## src/rtl/axi_4_lite_pkg.sv

```systemverilog
// Shared definitions for the two-master AXI4-lite arbiter: FSM state encodings,
// response codes and master identifiers.
package axi_4_lite_pkg;

  typedef enum logic [2:0] {
    ST_IDLE    = 3'd0,
    ST_RD_ADDR = 3'd1,
    ST_RD_DATA = 3'd2,
    ST_WR_REQ  = 3'd3,
    ST_WR_RESP = 3'd4
  } state_e;

  localparam logic [1:0] RESP_OKAY   = 2'b00;
  localparam logic [1:0] RESP_EXOKAY = 2'b01;
  localparam logic [1:0] RESP_SLVERR = 2'b10;
  localparam logic [1:0] RESP_DECERR = 2'b11;

  localparam logic MST_M0 = 1'b0;
  localparam logic MST_M1 = 1'b1;

endpackage

```

## src/rtl/axi_4_lite_arbiter_if.sv

```systemverilog
// One AXI4-lite port bundle; 'master' is the side issuing requests, 'slave' the
// side answering them.
interface axi_4_lite_arbiter_if #(
  parameter int AXI_DATA_WIDTH = 64,
  parameter int AXI_ADDR_WIDTH = 32
);
  logic [AXI_ADDR_WIDTH-1:0]   awaddr;
  logic [2:0]                  awprot;
  logic                        awvalid;
  logic                        awready;
  logic [AXI_DATA_WIDTH-1:0]   wdata;
  logic [AXI_DATA_WIDTH/8-1:0] wstrb;
  logic                        wvalid;
  logic                        wready;
  logic [1:0]                  bresp;
  logic                        bvalid;
  logic                        bready;
  logic [AXI_ADDR_WIDTH-1:0]   araddr;
  logic [2:0]                  arprot;
  logic                        arvalid;
  logic                        arready;
  logic [AXI_DATA_WIDTH-1:0]   rdata;
  logic [1:0]                  rresp;
  logic                        rvalid;
  logic                        rready;

  modport master (
    output awaddr, awprot, awvalid, input awready,
    output wdata, wstrb, wvalid, input wready,
    input bresp, bvalid, output bready,
    output araddr, arprot, arvalid, input arready,
    input rdata, rresp, rvalid, output rready
  );

  modport slave (
    input awaddr, awprot, awvalid, output awready,
    input wdata, wstrb, wvalid, output wready,
    output bresp, bvalid, input bready,
    input araddr, arprot, arvalid, output arready,
    output rdata, rresp, rvalid, input rready
  );
endinterface

```

## src/rtl/axi_arb_rr2.sv

```systemverilog
// Two-requester round-robin pick: a lone requester always wins, on conflict the
// requester named by prio wins. Output is one-hot (or zero when idle).
module axi_arb_rr2
  import axi_4_lite_pkg::*;
(
  input  logic [1:0] req,
  input  logic       prio,
  output logic [1:0] gnt
);

  always_comb begin
    gnt = req;
    if (req == 2'b11) begin
      gnt = (prio == MST_M1) ? 2'b10 : 2'b01;
    end
  end

endmodule

```

## src/rtl/axi_4_lite_arbiter.sv

```systemverilog
// Shares one AXI4-lite slave between two masters, one transaction at a time,
// round-robin at transaction granularity. Channels are routed combinationally.
module axi_4_lite_arbiter
  import axi_4_lite_pkg::*;
#(
  parameter int AXI_DATA_WIDTH = 64,
  parameter int AXI_ADDR_WIDTH = 32
) (
  input  logic AXI_ACLK,
  input  logic AXI_ARESET,
  axi_4_lite_arbiter_if.slave  m0,
  axi_4_lite_arbiter_if.slave  m1,
  axi_4_lite_arbiter_if.master s
);

  localparam int STRB_W = AXI_DATA_WIDTH / 8;

  state_e state_q, state_d;
  logic   prio_q, prio_d;
  logic   gnt_q, gnt_d;
  logic   aw_done_q, aw_done_d;
  logic   w_done_q, w_done_d;

  logic [1:0] req;
  logic [1:0] arb_gnt;

  assign req = {m1.awvalid | m1.wvalid | m1.arvalid,
                m0.awvalid | m0.wvalid | m0.arvalid};

  axi_arb_rr2 u_arb (
    .req  (req),
    .prio (prio_q),
    .gnt  (arb_gnt)
  );

  // Request-side view of whichever master currently holds the grant
  logic [AXI_ADDR_WIDTH-1:0] g_awaddr, g_araddr;
  logic [2:0]                g_awprot, g_arprot;
  logic [AXI_DATA_WIDTH-1:0] g_wdata;
  logic [STRB_W-1:0]         g_wstrb;
  logic                      g_awvalid, g_wvalid, g_arvalid, g_bready, g_rready;

  assign g_awaddr  = gnt_q ? m1.awaddr  : m0.awaddr;
  assign g_awprot  = gnt_q ? m1.awprot  : m0.awprot;
  assign g_awvalid = gnt_q ? m1.awvalid : m0.awvalid;
  assign g_wdata   = gnt_q ? m1.wdata   : m0.wdata;
  assign g_wstrb   = gnt_q ? m1.wstrb   : m0.wstrb;
  assign g_wvalid  = gnt_q ? m1.wvalid  : m0.wvalid;
  assign g_bready  = gnt_q ? m1.bready  : m0.bready;
  assign g_araddr  = gnt_q ? m1.araddr  : m0.araddr;
  assign g_arprot  = gnt_q ? m1.arprot  : m0.arprot;
  assign g_arvalid = gnt_q ? m1.arvalid : m0.arvalid;
  assign g_rready  = gnt_q ? m1.rready  : m0.rready;

  logic                      rt_awready, rt_wready, rt_bvalid, rt_arready, rt_rvalid;
  logic [1:0]                rt_bresp, rt_rresp;
  logic [AXI_DATA_WIDTH-1:0] rt_rdata;

  always_comb begin
    s.awaddr   = '0;
    s.awprot   = '0;
    s.awvalid  = 1'b0;
    s.wdata    = '0;
    s.wstrb    = '0;
    s.wvalid   = 1'b0;
    s.bready   = 1'b0;
    s.araddr   = '0;
    s.arprot   = '0;
    s.arvalid  = 1'b0;
    s.rready   = 1'b0;
    rt_awready = 1'b0;
    rt_wready  = 1'b0;
    rt_bvalid  = 1'b0;
    rt_bresp   = '0;
    rt_arready = 1'b0;
    rt_rvalid  = 1'b0;
    rt_rresp   = '0;
    rt_rdata   = '0;
    unique case (state_q)
      ST_RD_ADDR: begin
        s.araddr   = g_araddr;
        s.arprot   = g_arprot;
        s.arvalid  = g_arvalid;
        rt_arready = s.arready;
      end
      ST_RD_DATA: begin
        s.rready  = g_rready;
        rt_rvalid = s.rvalid;
        rt_rdata  = s.rdata;
        rt_rresp  = s.rresp;
      end
      ST_WR_REQ: begin
        // A channel that already handshook is muted so the slave sees it once
        s.awaddr   = g_awaddr;
        s.awprot   = g_awprot;
        s.awvalid  = g_awvalid & ~aw_done_q;
        rt_awready = s.awready & ~aw_done_q;
        s.wdata    = g_wdata;
        s.wstrb    = g_wstrb;
        s.wvalid   = g_wvalid & ~w_done_q;
        rt_wready  = s.wready & ~w_done_q;
      end
      ST_WR_RESP: begin
        s.bready  = g_bready;
        rt_bvalid = s.bvalid;
        rt_bresp  = s.bresp;
      end
      default: ;
    endcase
  end

  logic sel0, sel1;
  assign sel0 = (gnt_q == MST_M0);
  assign sel1 = (gnt_q == MST_M1);

  assign m0.awready = sel0 & rt_awready;
  assign m0.wready  = sel0 & rt_wready;
  assign m0.bvalid  = sel0 & rt_bvalid;
  assign m0.bresp   = sel0 ? rt_bresp : '0;
  assign m0.arready = sel0 & rt_arready;
  assign m0.rvalid  = sel0 & rt_rvalid;
  assign m0.rresp   = sel0 ? rt_rresp : '0;
  assign m0.rdata   = sel0 ? rt_rdata : '0;

  assign m1.awready = sel1 & rt_awready;
  assign m1.wready  = sel1 & rt_wready;
  assign m1.bvalid  = sel1 & rt_bvalid;
  assign m1.bresp   = sel1 ? rt_bresp : '0;
  assign m1.arready = sel1 & rt_arready;
  assign m1.rvalid  = sel1 & rt_rvalid;
  assign m1.rresp   = sel1 ? rt_rresp : '0;
  assign m1.rdata   = sel1 ? rt_rdata : '0;

  logic aw_fire, w_fire, ar_fire, r_fire, b_fire, g_wr_req;

  assign aw_fire  = (state_q == ST_WR_REQ)  & g_awvalid & ~aw_done_q & s.awready;
  assign w_fire   = (state_q == ST_WR_REQ)  & g_wvalid  & ~w_done_q  & s.wready;
  assign ar_fire  = (state_q == ST_RD_ADDR) & g_arvalid & s.arready;
  assign r_fire   = (state_q == ST_RD_DATA) & s.rvalid  & g_rready;
  assign b_fire   = (state_q == ST_WR_RESP) & s.bvalid  & g_bready;
  assign g_wr_req = arb_gnt[1] ? (m1.awvalid | m1.wvalid) : (m0.awvalid | m0.wvalid);

  always_comb begin
    state_d   = state_q;
    prio_d    = prio_q;
    gnt_d     = gnt_q;
    aw_done_d = aw_done_q;
    w_done_d  = w_done_q;
    unique case (state_q)
      ST_IDLE: begin
        if (|arb_gnt) begin
          gnt_d     = arb_gnt[1];
          state_d   = g_wr_req ? ST_WR_REQ : ST_RD_ADDR;
          aw_done_d = 1'b0;
          w_done_d  = 1'b0;
        end
      end
      ST_RD_ADDR: if (ar_fire) state_d = ST_RD_DATA;
      ST_RD_DATA: begin
        if (r_fire) begin
          state_d = ST_IDLE;
          prio_d  = ~gnt_q;
        end
      end
      ST_WR_REQ: begin
        if (aw_fire) aw_done_d = 1'b1;
        if (w_fire)  w_done_d  = 1'b1;
        if ((aw_done_q | aw_fire) & (w_done_q | w_fire)) state_d = ST_WR_RESP;
      end
      ST_WR_RESP: begin
        if (b_fire) begin
          state_d = ST_IDLE;
          prio_d  = ~gnt_q;
        end
      end
      default: state_d = ST_IDLE;
    endcase
  end

  always_ff @(posedge AXI_ACLK) begin
    if (AXI_ARESET) begin
      state_q   <= ST_IDLE;
      prio_q    <= MST_M0;
      gnt_q     <= MST_M0;
      aw_done_q <= 1'b0;
      w_done_q  <= 1'b0;
    end else begin
      state_q   <= state_d;
      prio_q    <= prio_d;
      gnt_q     <= gnt_d;
      aw_done_q <= aw_done_d;
      w_done_q  <= w_done_d;
    end
  end

endmodule

```

## src/flat_wrapper.sv

```systemverilog
// flat-port wrapper written by rule: the top's interface ports become plain ports
module axi_4_lite_arbiter_flat import axi_4_lite_pkg::*;
#(
  parameter int AXI_DATA_WIDTH = 64,
  parameter int AXI_ADDR_WIDTH = 32
)
  (AXI_ACLK, AXI_ARESET, m0_awaddr, m0_awprot, m0_awvalid, m0_awready, m0_wdata, m0_wstrb, m0_wvalid, m0_wready, m0_bresp, m0_bvalid, m0_bready, m0_araddr, m0_arprot, m0_arvalid, m0_arready, m0_rdata, m0_rresp, m0_rvalid, m0_rready, m1_awaddr, m1_awprot, m1_awvalid, m1_awready, m1_wdata, m1_wstrb, m1_wvalid, m1_wready, m1_bresp, m1_bvalid, m1_bready, m1_araddr, m1_arprot, m1_arvalid, m1_arready, m1_rdata, m1_rresp, m1_rvalid, m1_rready, s_awaddr, s_awprot, s_awvalid, s_awready, s_wdata, s_wstrb, s_wvalid, s_wready, s_bresp, s_bvalid, s_bready, s_araddr, s_arprot, s_arvalid, s_arready, s_rdata, s_rresp, s_rvalid, s_rready);
  axi_4_lite_arbiter_if #(.AXI_DATA_WIDTH(AXI_DATA_WIDTH), .AXI_ADDR_WIDTH(AXI_ADDR_WIDTH)) m0_i ();
  axi_4_lite_arbiter_if #(.AXI_DATA_WIDTH(AXI_DATA_WIDTH), .AXI_ADDR_WIDTH(AXI_ADDR_WIDTH)) m1_i ();
  axi_4_lite_arbiter_if #(.AXI_DATA_WIDTH(AXI_DATA_WIDTH), .AXI_ADDR_WIDTH(AXI_ADDR_WIDTH)) s_i ();
  input  logic AXI_ACLK;
  input  logic AXI_ARESET;
  input wire logic [$bits(m0_i.awaddr)-1:0] m0_awaddr;
  input wire logic [$bits(m0_i.awprot)-1:0] m0_awprot;
  input wire logic [$bits(m0_i.awvalid)-1:0] m0_awvalid;
  output wire logic [$bits(m0_i.awready)-1:0] m0_awready;
  input wire logic [$bits(m0_i.wdata)-1:0] m0_wdata;
  input wire logic [$bits(m0_i.wstrb)-1:0] m0_wstrb;
  input wire logic [$bits(m0_i.wvalid)-1:0] m0_wvalid;
  output wire logic [$bits(m0_i.wready)-1:0] m0_wready;
  output wire logic [$bits(m0_i.bresp)-1:0] m0_bresp;
  output wire logic [$bits(m0_i.bvalid)-1:0] m0_bvalid;
  input wire logic [$bits(m0_i.bready)-1:0] m0_bready;
  input wire logic [$bits(m0_i.araddr)-1:0] m0_araddr;
  input wire logic [$bits(m0_i.arprot)-1:0] m0_arprot;
  input wire logic [$bits(m0_i.arvalid)-1:0] m0_arvalid;
  output wire logic [$bits(m0_i.arready)-1:0] m0_arready;
  output wire logic [$bits(m0_i.rdata)-1:0] m0_rdata;
  output wire logic [$bits(m0_i.rresp)-1:0] m0_rresp;
  output wire logic [$bits(m0_i.rvalid)-1:0] m0_rvalid;
  input wire logic [$bits(m0_i.rready)-1:0] m0_rready;
  input wire logic [$bits(m1_i.awaddr)-1:0] m1_awaddr;
  input wire logic [$bits(m1_i.awprot)-1:0] m1_awprot;
  input wire logic [$bits(m1_i.awvalid)-1:0] m1_awvalid;
  output wire logic [$bits(m1_i.awready)-1:0] m1_awready;
  input wire logic [$bits(m1_i.wdata)-1:0] m1_wdata;
  input wire logic [$bits(m1_i.wstrb)-1:0] m1_wstrb;
  input wire logic [$bits(m1_i.wvalid)-1:0] m1_wvalid;
  output wire logic [$bits(m1_i.wready)-1:0] m1_wready;
  output wire logic [$bits(m1_i.bresp)-1:0] m1_bresp;
  output wire logic [$bits(m1_i.bvalid)-1:0] m1_bvalid;
  input wire logic [$bits(m1_i.bready)-1:0] m1_bready;
  input wire logic [$bits(m1_i.araddr)-1:0] m1_araddr;
  input wire logic [$bits(m1_i.arprot)-1:0] m1_arprot;
  input wire logic [$bits(m1_i.arvalid)-1:0] m1_arvalid;
  output wire logic [$bits(m1_i.arready)-1:0] m1_arready;
  output wire logic [$bits(m1_i.rdata)-1:0] m1_rdata;
  output wire logic [$bits(m1_i.rresp)-1:0] m1_rresp;
  output wire logic [$bits(m1_i.rvalid)-1:0] m1_rvalid;
  input wire logic [$bits(m1_i.rready)-1:0] m1_rready;
  output wire logic [$bits(s_i.awaddr)-1:0] s_awaddr;
  output wire logic [$bits(s_i.awprot)-1:0] s_awprot;
  output wire logic [$bits(s_i.awvalid)-1:0] s_awvalid;
  input wire logic [$bits(s_i.awready)-1:0] s_awready;
  output wire logic [$bits(s_i.wdata)-1:0] s_wdata;
  output wire logic [$bits(s_i.wstrb)-1:0] s_wstrb;
  output wire logic [$bits(s_i.wvalid)-1:0] s_wvalid;
  input wire logic [$bits(s_i.wready)-1:0] s_wready;
  input wire logic [$bits(s_i.bresp)-1:0] s_bresp;
  input wire logic [$bits(s_i.bvalid)-1:0] s_bvalid;
  output wire logic [$bits(s_i.bready)-1:0] s_bready;
  output wire logic [$bits(s_i.araddr)-1:0] s_araddr;
  output wire logic [$bits(s_i.arprot)-1:0] s_arprot;
  output wire logic [$bits(s_i.arvalid)-1:0] s_arvalid;
  input wire logic [$bits(s_i.arready)-1:0] s_arready;
  input wire logic [$bits(s_i.rdata)-1:0] s_rdata;
  input wire logic [$bits(s_i.rresp)-1:0] s_rresp;
  input wire logic [$bits(s_i.rvalid)-1:0] s_rvalid;
  output wire logic [$bits(s_i.rready)-1:0] s_rready;
  assign m0_i.awaddr = m0_awaddr;
  assign m0_i.awprot = m0_awprot;
  assign m0_i.awvalid = m0_awvalid;
  assign m0_awready = m0_i.awready;
  assign m0_i.wdata = m0_wdata;
  assign m0_i.wstrb = m0_wstrb;
  assign m0_i.wvalid = m0_wvalid;
  assign m0_wready = m0_i.wready;
  assign m0_bresp = m0_i.bresp;
  assign m0_bvalid = m0_i.bvalid;
  assign m0_i.bready = m0_bready;
  assign m0_i.araddr = m0_araddr;
  assign m0_i.arprot = m0_arprot;
  assign m0_i.arvalid = m0_arvalid;
  assign m0_arready = m0_i.arready;
  assign m0_rdata = m0_i.rdata;
  assign m0_rresp = m0_i.rresp;
  assign m0_rvalid = m0_i.rvalid;
  assign m0_i.rready = m0_rready;
  assign m1_i.awaddr = m1_awaddr;
  assign m1_i.awprot = m1_awprot;
  assign m1_i.awvalid = m1_awvalid;
  assign m1_awready = m1_i.awready;
  assign m1_i.wdata = m1_wdata;
  assign m1_i.wstrb = m1_wstrb;
  assign m1_i.wvalid = m1_wvalid;
  assign m1_wready = m1_i.wready;
  assign m1_bresp = m1_i.bresp;
  assign m1_bvalid = m1_i.bvalid;
  assign m1_i.bready = m1_bready;
  assign m1_i.araddr = m1_araddr;
  assign m1_i.arprot = m1_arprot;
  assign m1_i.arvalid = m1_arvalid;
  assign m1_arready = m1_i.arready;
  assign m1_rdata = m1_i.rdata;
  assign m1_rresp = m1_i.rresp;
  assign m1_rvalid = m1_i.rvalid;
  assign m1_i.rready = m1_rready;
  assign s_awaddr = s_i.awaddr;
  assign s_awprot = s_i.awprot;
  assign s_awvalid = s_i.awvalid;
  assign s_i.awready = s_awready;
  assign s_wdata = s_i.wdata;
  assign s_wstrb = s_i.wstrb;
  assign s_wvalid = s_i.wvalid;
  assign s_i.wready = s_wready;
  assign s_i.bresp = s_bresp;
  assign s_i.bvalid = s_bvalid;
  assign s_bready = s_i.bready;
  assign s_araddr = s_i.araddr;
  assign s_arprot = s_i.arprot;
  assign s_arvalid = s_i.arvalid;
  assign s_i.arready = s_arready;
  assign s_i.rdata = s_rdata;
  assign s_i.rresp = s_rresp;
  assign s_i.rvalid = s_rvalid;
  assign s_rready = s_i.rready;
  axi_4_lite_arbiter #(.AXI_DATA_WIDTH(AXI_DATA_WIDTH), .AXI_ADDR_WIDTH(AXI_ADDR_WIDTH)) u_core (.AXI_ACLK(AXI_ACLK), .AXI_ARESET(AXI_ARESET), .m0(m0_i), .m1(m1_i), .s(s_i));
endmodule
```

## config.mk

```make
export PLATFORM = sky130hd
export DESIGN_NAME = axi_4_lite_arbiter_flat
export DESIGN_NICKNAME = d
export VERILOG_FILES = /design/src/rtl/axi_4_lite_pkg.sv /design/src/rtl/axi_4_lite_arbiter_if.sv /design/src/rtl/axi_arb_rr2.sv /design/src/rtl/axi_4_lite_arbiter.sv /design/src/flat_wrapper.sv
export SDC_FILE = /design/constraint.sdc
export NUM_CORES = 1
export LEC_CHECK = 0
export BUFFER_PORTS_ARGS = -buffer_cell sky130_fd_sc_hd__buf_2
export CORE_AREA = 2 2 257 259
export CTS_BUF_LIST = sky130_fd_sc_hd__clkbuf_4
export DETAILED_ROUTE_END_ITERATION = 8
export DIE_AREA = 0 0 259 261
export SYNTH_ARGS = -nofsm -noshare
export SYNTH_HDL_FRONTEND = slang
export SYNTH_SLANG_ARGS = --single-unit
```

## constraint.sdc

```tcl
create_clock -name AXI_ACLK -period 4.6 [get_ports AXI_ACLK]
set_input_delay 0.92 -clock AXI_ACLK [delete_from_list [all_inputs] [get_ports AXI_ACLK]]
set_output_delay 0.92 -clock AXI_ACLK [all_outputs]
set_load 0.1 [all_outputs]
```

==> results of run 1 <==
-- cell families after synthesis --
family / count (synthesis) / share of synthesized area
compound gates: 21 / 0.0524
buf+inv: 69 / 0.0881
flops: 7 / 0.0369
mux: 147 / 0.391
simple gates: 322 / 0.432
-- routing by layer --
metal  GRT usage  up-vias  wire (um)
met5           0        -         41
met4      0.0188        6        516
met3      0.0163       24       2610
met2       0.127      407      13200
met1      0.0830     2874      11000
li1            -     3207          -
-- critical path, stage by stage (launching register included) --
cell and delay, ns:
dfxtp_1 0.66, nor2b_4 0.29, and2b_4 0.33, buf_12 0.32, and3_1 0.24, buf_2 0.43
-- power by group through the flow --
stage                     clock, uW  combinational, uW  sequential (uW)
after global placement            0               3890              146
final                          64.9               3880              144
after detailed placement          0               3900              148
after floorplan                   0               3300             86.5
after global routing           69.5               4030              153
after CTS                      65.5               3900              146
-- synth_stat cells, types with 2 or more instances --
cell	instances
mux2_4	2
nand2_1	4
clkbuf_1	27
nor3_1	11
o41ai_1	2
mux2i_1	144
nor2b_1	4
dfxtp_1	7
a21o_1	2
buf_2	33
inv_1	3
a21oi_1	4
a211oi_2	2
buf_6	3
nor2_1	151
and3_1	138
a41oi_1	2
o21ai_0	2
nand2b_1	2
buf_4	3
and2_1	2
-- final cells by class --
| class | instances | area (sq um) |
|---|---|---|
| inverters | 3 | 11.3 |
| repair buffers | 669 | 3410 |
| diodes | 8 | 20.0 |
| fillers | 7558 | 57000 |
| multi-input cells | 490 | 3320 |
| clock buffers | 4 | 30.0 |
| flip-flops and latches | 7 | 144 |
| well taps | 864 | 1080 |
-- state kept, by name, summed over array words and instances, names as in the netlist --
signal / count
u_core.aw_done_q: 1
u_core.w_done_q: 1
u_core.gnt_q: 1
u_core.state_q: 3
u_core.prio_q: 1
-- per-stage QoR --
| stage | hold slack (ns) | utilization |
|---|---|---|
| detailed placement | 0.514 | 0.122 |
| floorplan | 0.471 | - |
| finish | 0.525 | 0.123 |
| global route | 0.576 | 0.123 |
| global placement | 0.504 | 0.122 |
| CTS | 0.525 | 0.123 |
-- worst min path at each step --
stage                               startpoint                          to  slack (ns)  cells after the start
finish              u_core.prio_q$_SDFFE_PP0P_  u_core.prio_q$_SDFFE_PP0P_        0.52                      2
global route        u_core.prio_q$_SDFFE_PP0P_  u_core.prio_q$_SDFFE_PP0P_        0.58                      2
CTS                 u_core.prio_q$_SDFFE_PP0P_  u_core.prio_q$_SDFFE_PP0P_        0.52                      2
detailed placement  u_core.prio_q$_SDFFE_PP0P_  u_core.prio_q$_SDFFE_PP0P_        0.51                      2
global placement    u_core.prio_q$_SDFFE_PP0P_  u_core.prio_q$_SDFFE_PP0P_        0.50                      2
floorplan           u_core.prio_q$_SDFFE_PP0P_  u_core.prio_q$_SDFFE_PP0P_        0.47                      2
==> impl_metrics.py, run 1 <==
metrics = {
    "timing": {
        "rsz0062_at_grt": "false",
        "finalCriticalPeriod_ns": 3.58,
        "tightest_slew_ns": 0.962,
        "hold_viol": 0,
        "fmax_mhz": 279,
        "period_share": 0.779,
        "max_slew_margin": 0.358,
        "setup_slack_ns": 1.02,
        "setup_violations": 0,
        "skew_ns": 0.00389,
        "slew_viol_final": 0,
        "finalSetupTns_ns": 0,
    },
    "critical_path": {
        "r2r-end": "u_core.state_q[2]$_SDFFE_PP0P_",
        "start_kind": "register",
        "rrSetupSlack_ns": 2.12,
        "crit_required_ns": 3.68,
        "cp.arrival_ns": 2.66,
        "crit_end": "m0_rdata[50]",
        "timing.rr.start": "u_core.gnt_q$_SDFFE_PP0P_",
        "startpoint": "u_core.state_q[1]$_SDFFE_PP0P_",
        "path_max_fanout": 118,
        "r2r_cells": 6,
        "path_class": "reg2out",
        "critPathCaptureType": "output port",
    },
    "logic_synthesis": {
        "synth_top_area_frac": 0.380,
        "syn_area_per_cell_sq_um": 6.70,
        "synthTopCellsByArea": "mux2i_1, and3_1, nor2_1, buf_2, dfxtp_1",
        "async_reset_ff_frac": 0,
        "yosysSeqAreaShare": 0.0369,
        "synth-seq-cells": 7,
        "synth_edf_count": 0,
        "synthesis.instances": 566,
        "synthFlopType": "dfxtp_1",
        "yosysWarnings": 0,
        "synth_nets": 935,
        "synth.largest_area_cell": "mux2i_1",
        "synthesis.area_sq_um": 3790,
        "synth.distinct_cells": 39,
    },
    "pwr": {
        "clockPowerShare": 0.016,
        "comb_power_share": 0.949,
        "power_uw": 4090,
        "p_int_uw": 818,
        "switchingPower_uw": 3270,
        "leakagePower_uw": 0.00467,
        "power_frac_seq": 0.035,
        "power_density_nw_per_um2": 510,
        "p_sw_frac": 0.800,
        "vdd_drop_max_mv": 0.166,
    },
    "clock_tree": {
        "cts_root_buf": "clkbuf_4",
        "cts_hold_buf": 0,
        "cts_buffer_depth": 2,
        "post_cts_resized": 0,
        "cts_made_buffers": 3,
        "clk_latency_ns": 0.26,
        "clk_pin_slew_worst_paths_ns": 0.06,
        "postCtsSetupRepairBufs": 0,
        "htreeDepth": 1,
        "cts_tree": "built",
        "cts_sinks": 7,
    },
    "grt": {
        "grt_usage": 0.0704,
        "grt_start_max_net_pins": 118,
        "grt-ovfl-total": 0,
        "antenna_found_initial": 18,
        "grt_pass1_wl_um": 34900,
        "grt_pass1_vias": 5539,
    },
    "place": {
        "port_buffers": 661,
        "post-place-ws_ns": 1.27,
        "finalWeightedCongestion": 0.880,
        "placed_area_sq_um": 7960,
        "placed_cells": 2033,
        "hpwlAfterDp_um": 23100,
    },
    "detailed_routing": {
        "dr.first_iter.drc_count": 246,
        "drt_wl_total_um": 27300,
        "antenna_left": 0,
        "drc_errors": 0,
        "vias": 6518,
        "dr.pass1.iters": 4,
        "wire_per_inst_um": 13.4,
        "via_per_inst": 3.19,
    },
    "hold_path": {
        "worstHoldPathType": "reg2reg",
    },
    "job": {
        "cap_violations": 0,
    },
    "run_status": {
        "outcome": "finished, final reports clean",
    },
    "cells_and_area": {
        "final_cell_area_sq_um": 8010,
        "final_common_cell": "buf_2",
        "fin_nets": 1543,
        "final_cells": 2045,
        "drive_gt1_frac": 0.587,
        "final_cell_mix": "buf_2, nor2_1, mux2i_1",
        "area_growth_pct": 111,
    },
    "floorplanning": {
        "start_util": 0.0583,
        "die_w_um": 259,
        "num_rows": 94,
        "ioPinCount": 662,
        "coreArea_sq_um": 65000,
        "die_area_sq_um": 67600,
        "die_y_um": 261,
    },
}
No activity file was read; power rests on OpenSTA's default activity.
==> run 2, diff against run 1 <==
- CORE_AREA: 2 2 257 259 -> 2 2 255 257
- DIE_AREA: 0 0 259 261 -> 0 0 257 259
- clock period: 4.6 -> 3.4 ns (I/O delays scaled with it)
==> run 2 against run 1 <==
Effect of this change: non-clock buffer count is 16 higher; die area shrank 1.5%; final area increased by 34%; routed wire length up 23%; clock skew rose by 0.0036 ns; clock power is 39% higher; sequential share of layout area is 0.46 points lower; combinational power rose by 61%; via count rose by 2.6%; total power up 59%; first-iteration DRC count rose by 38%; count of clock-buffer cells in the layout is the same.
==> impl_metrics.py, run 2 (synthesis gave the netlist of run 1 again) <==
metrics = {
    "run_status": {
        "outcome": "finished, final reports clean",
    },
    "floorplanning": {
        "die_w_um": 257,
        "start_util": 0.0594,
        "die_area_sq_um": 66600,
        "ioPinCount": 662,
        "num_rows": 93,
        "die_y_um": 259,
        "coreArea_sq_um": 63900,
    },
    "pwr": {
        "leakagePower_uw": 0.00523,
        "vdd_drop_max_mv": 0.237,
        "power_density_nw_per_um2": 605,
    },
    "critical_path": {
        "crit_required_ns": 2.72,
        "r2r_cells": 7,
        "cp.arrival_ns": 2.35,
        "start_kind": "register",
        "critPathCaptureType": "output port",
        "path_class": "reg2out",
        "path_max_fanout": 73,
        "r2r-end": "u_core.state_q[2]$_SDFFE_PP0P_",
        "rrSetupSlack_ns": 1.16,
        "timing.rr.start": "u_core.gnt_q$_SDFFE_PP0P_",
    },
    "clock_tree": {
        "clk_latency_ns": 0.26,
        "htreeDepth": 1,
        "cts_sinks": 7,
        "cts_buffer_depth": 2,
        "post_cts_resized": 0,
        "cts_hold_buf": 0,
        "cts_root_buf": "clkbuf_4",
        "postCtsSetupRepairBufs": 0,
        "clk_pin_slew_worst_paths_ns": 0.06,
        "cts_tree": "built",
        "cts_made_buffers": 3,
    },
    "cells_and_area": {
        "top_register": "u_core.state_q",
        "final_common_cell": "buf_2",
        "final_cell_area_sq_um": 10700,
        "final_cell_mix": "buf_2, buf_12, nor2_1",
        "final_cells": 2046,
        "drive_gt1_frac": 0.598,
        "fin_util": 0.168,
        "largest_reg_flops": 3,
        "area_growth_pct": 183,
        "fin_nets": 1559,
    },
    "timing": {
        "setup_violations": 0,
        "fmax_mhz": 330,
        "period_share": 0.890,
        "skew_ns": 0.00751,
        "finalCriticalPeriod_ns": 3.03,
        "max_slew_margin": 0.478,
        "hold_viol": 0,
        "tightest_slew_ns": 0.783,
        "rsz0062_at_grt": "false",
        "slew_viol_final": 0,
    },
    "detailed_routing": {
        "via_per_inst": 3.27,
        "drt_wl_total_um": 33600,
        "antenna_left": 0,
        "wire_per_inst_um": 16.4,
        "dr.first_iter.drc_count": 340,
        "drc_errors": 0,
        "dr.pass1.iters": 4,
        "vias": 6685,
    },
    "place": {
        "finalWeightedCongestion": 0.903,
        "port_buffers": 661,
        "placed_area_sq_um": 10700,
        "hpwlAfterDp_um": 29900,
        "placed_cells": 2040,
    },
    "hold_path": {
        "holdPathStages": 2,
        "hp-start": "u_core.w_done_q$_SDFFE_PP0P_",
        "hold_end": "u_core.w_done_q$_SDFFE_PP0P_",
        "worstHoldPathType": "reg2reg",
    },
    "grt": {
        "grt-ovfl-total": 0,
        "grt_start_max_net_pins": 98,
        "grt_pass1_wl_um": 44600,
        "grt_usage": 0.0927,
        "antenna_found_initial": 15,
        "grt_pass1_vias": 6234,
    },
    "job": {
        "cap_violations": 0,
    },
}
## run 2: cell count changes in the layout (fill, tap and decap cells not counted), sizes merged
cell	before	now
diode	8	2
buf	669	685
## run 2: power by group
part	switching, uW	internal [uW]	leakage [uW]
Combinational	4580	1680	0.00516
Clock	36.9	53.1	0.0000184
Sequential	38.3	104	0.0000580
## run 2: worst max-delay path: stages, from the launching register on
cell	delay (ns)
dfxtp_1	0.43
nor2b_4	0.23
and2b_4	0.63
buf_4	0.34
and3_1	0.23
buf_12	0.19
## run 2: final cells by class
cell class                      instances  area [sq um]
Multi-Input combinational cell        490          3350
Antenna cell                            2          5.00
Clock buffer                            4          30.0
Inverter                                3          11.3
Fill cell                            7114         53100
Timing Repair Buffer                  685          6120
Tap cell                              855          1070
Sequential cell                         7           144
## run 2: through the flow
| step | power (uW) | TNS, ns | setup slack (ns) | hold slack [ns] |
|---|---|---|---|---|
| after global placement | 6450 | 0 | 0.573 | 0.529 |
| after floorplan | 4590 | -0.633 | -0.317 | 0.471 |
| after CTS | 6560 | 0 | 0.359 | 0.548 |
| final | 6490 | 0 | 0.373 | 0.539 |
| after detailed placement | 6460 | 0 | 0.643 | 0.535 |
| after global routing | 6730 | 0 | 0.225 | 0.580 |
## run 2: how the worst max path moves through the flow
stage | to | startpoint | slack [ns]
5_1_grt | m1_rdata[33] | u_core.state_q[1]$_SDFFE_PP0P_ | 0.22
6_report | m0_rdata[2] | u_core.state_q[1]$_SDFFE_PP0P_ | 0.37
3_3_place_gp | s_arprot[2] | u_core.gnt_q$_SDFFE_PP0P_ | 0.57
3_5_place_dp | s_arprot[2] | u_core.gnt_q$_SDFFE_PP0P_ | 0.64
2_1_floorplan | m0_arready | u_core.state_q[2]$_SDFFE_PP0P_ | -0.32
4_1_cts | s_arprot[2] | u_core.gnt_q$_SDFFE_PP0P_ | 0.36
## run 2: routing by layer
| metal | vias to the layer above | track usage | routed length [um] | share of wire |
|---|---|---|---|---|
| li1 | 3233 | - | - | - |
| met1 | 2955 | 0.104 | 12800 | 0.38 |
| met2 | 457 | 0.181 | 17700 | 0.53 |
| met3 | 36 | 0.0219 | 2650 | 0.079 |
| met4 | 4 | 0.00921 | 449 | 0.013 |
| met5 | - | 0 | 27 | 0.00080 |
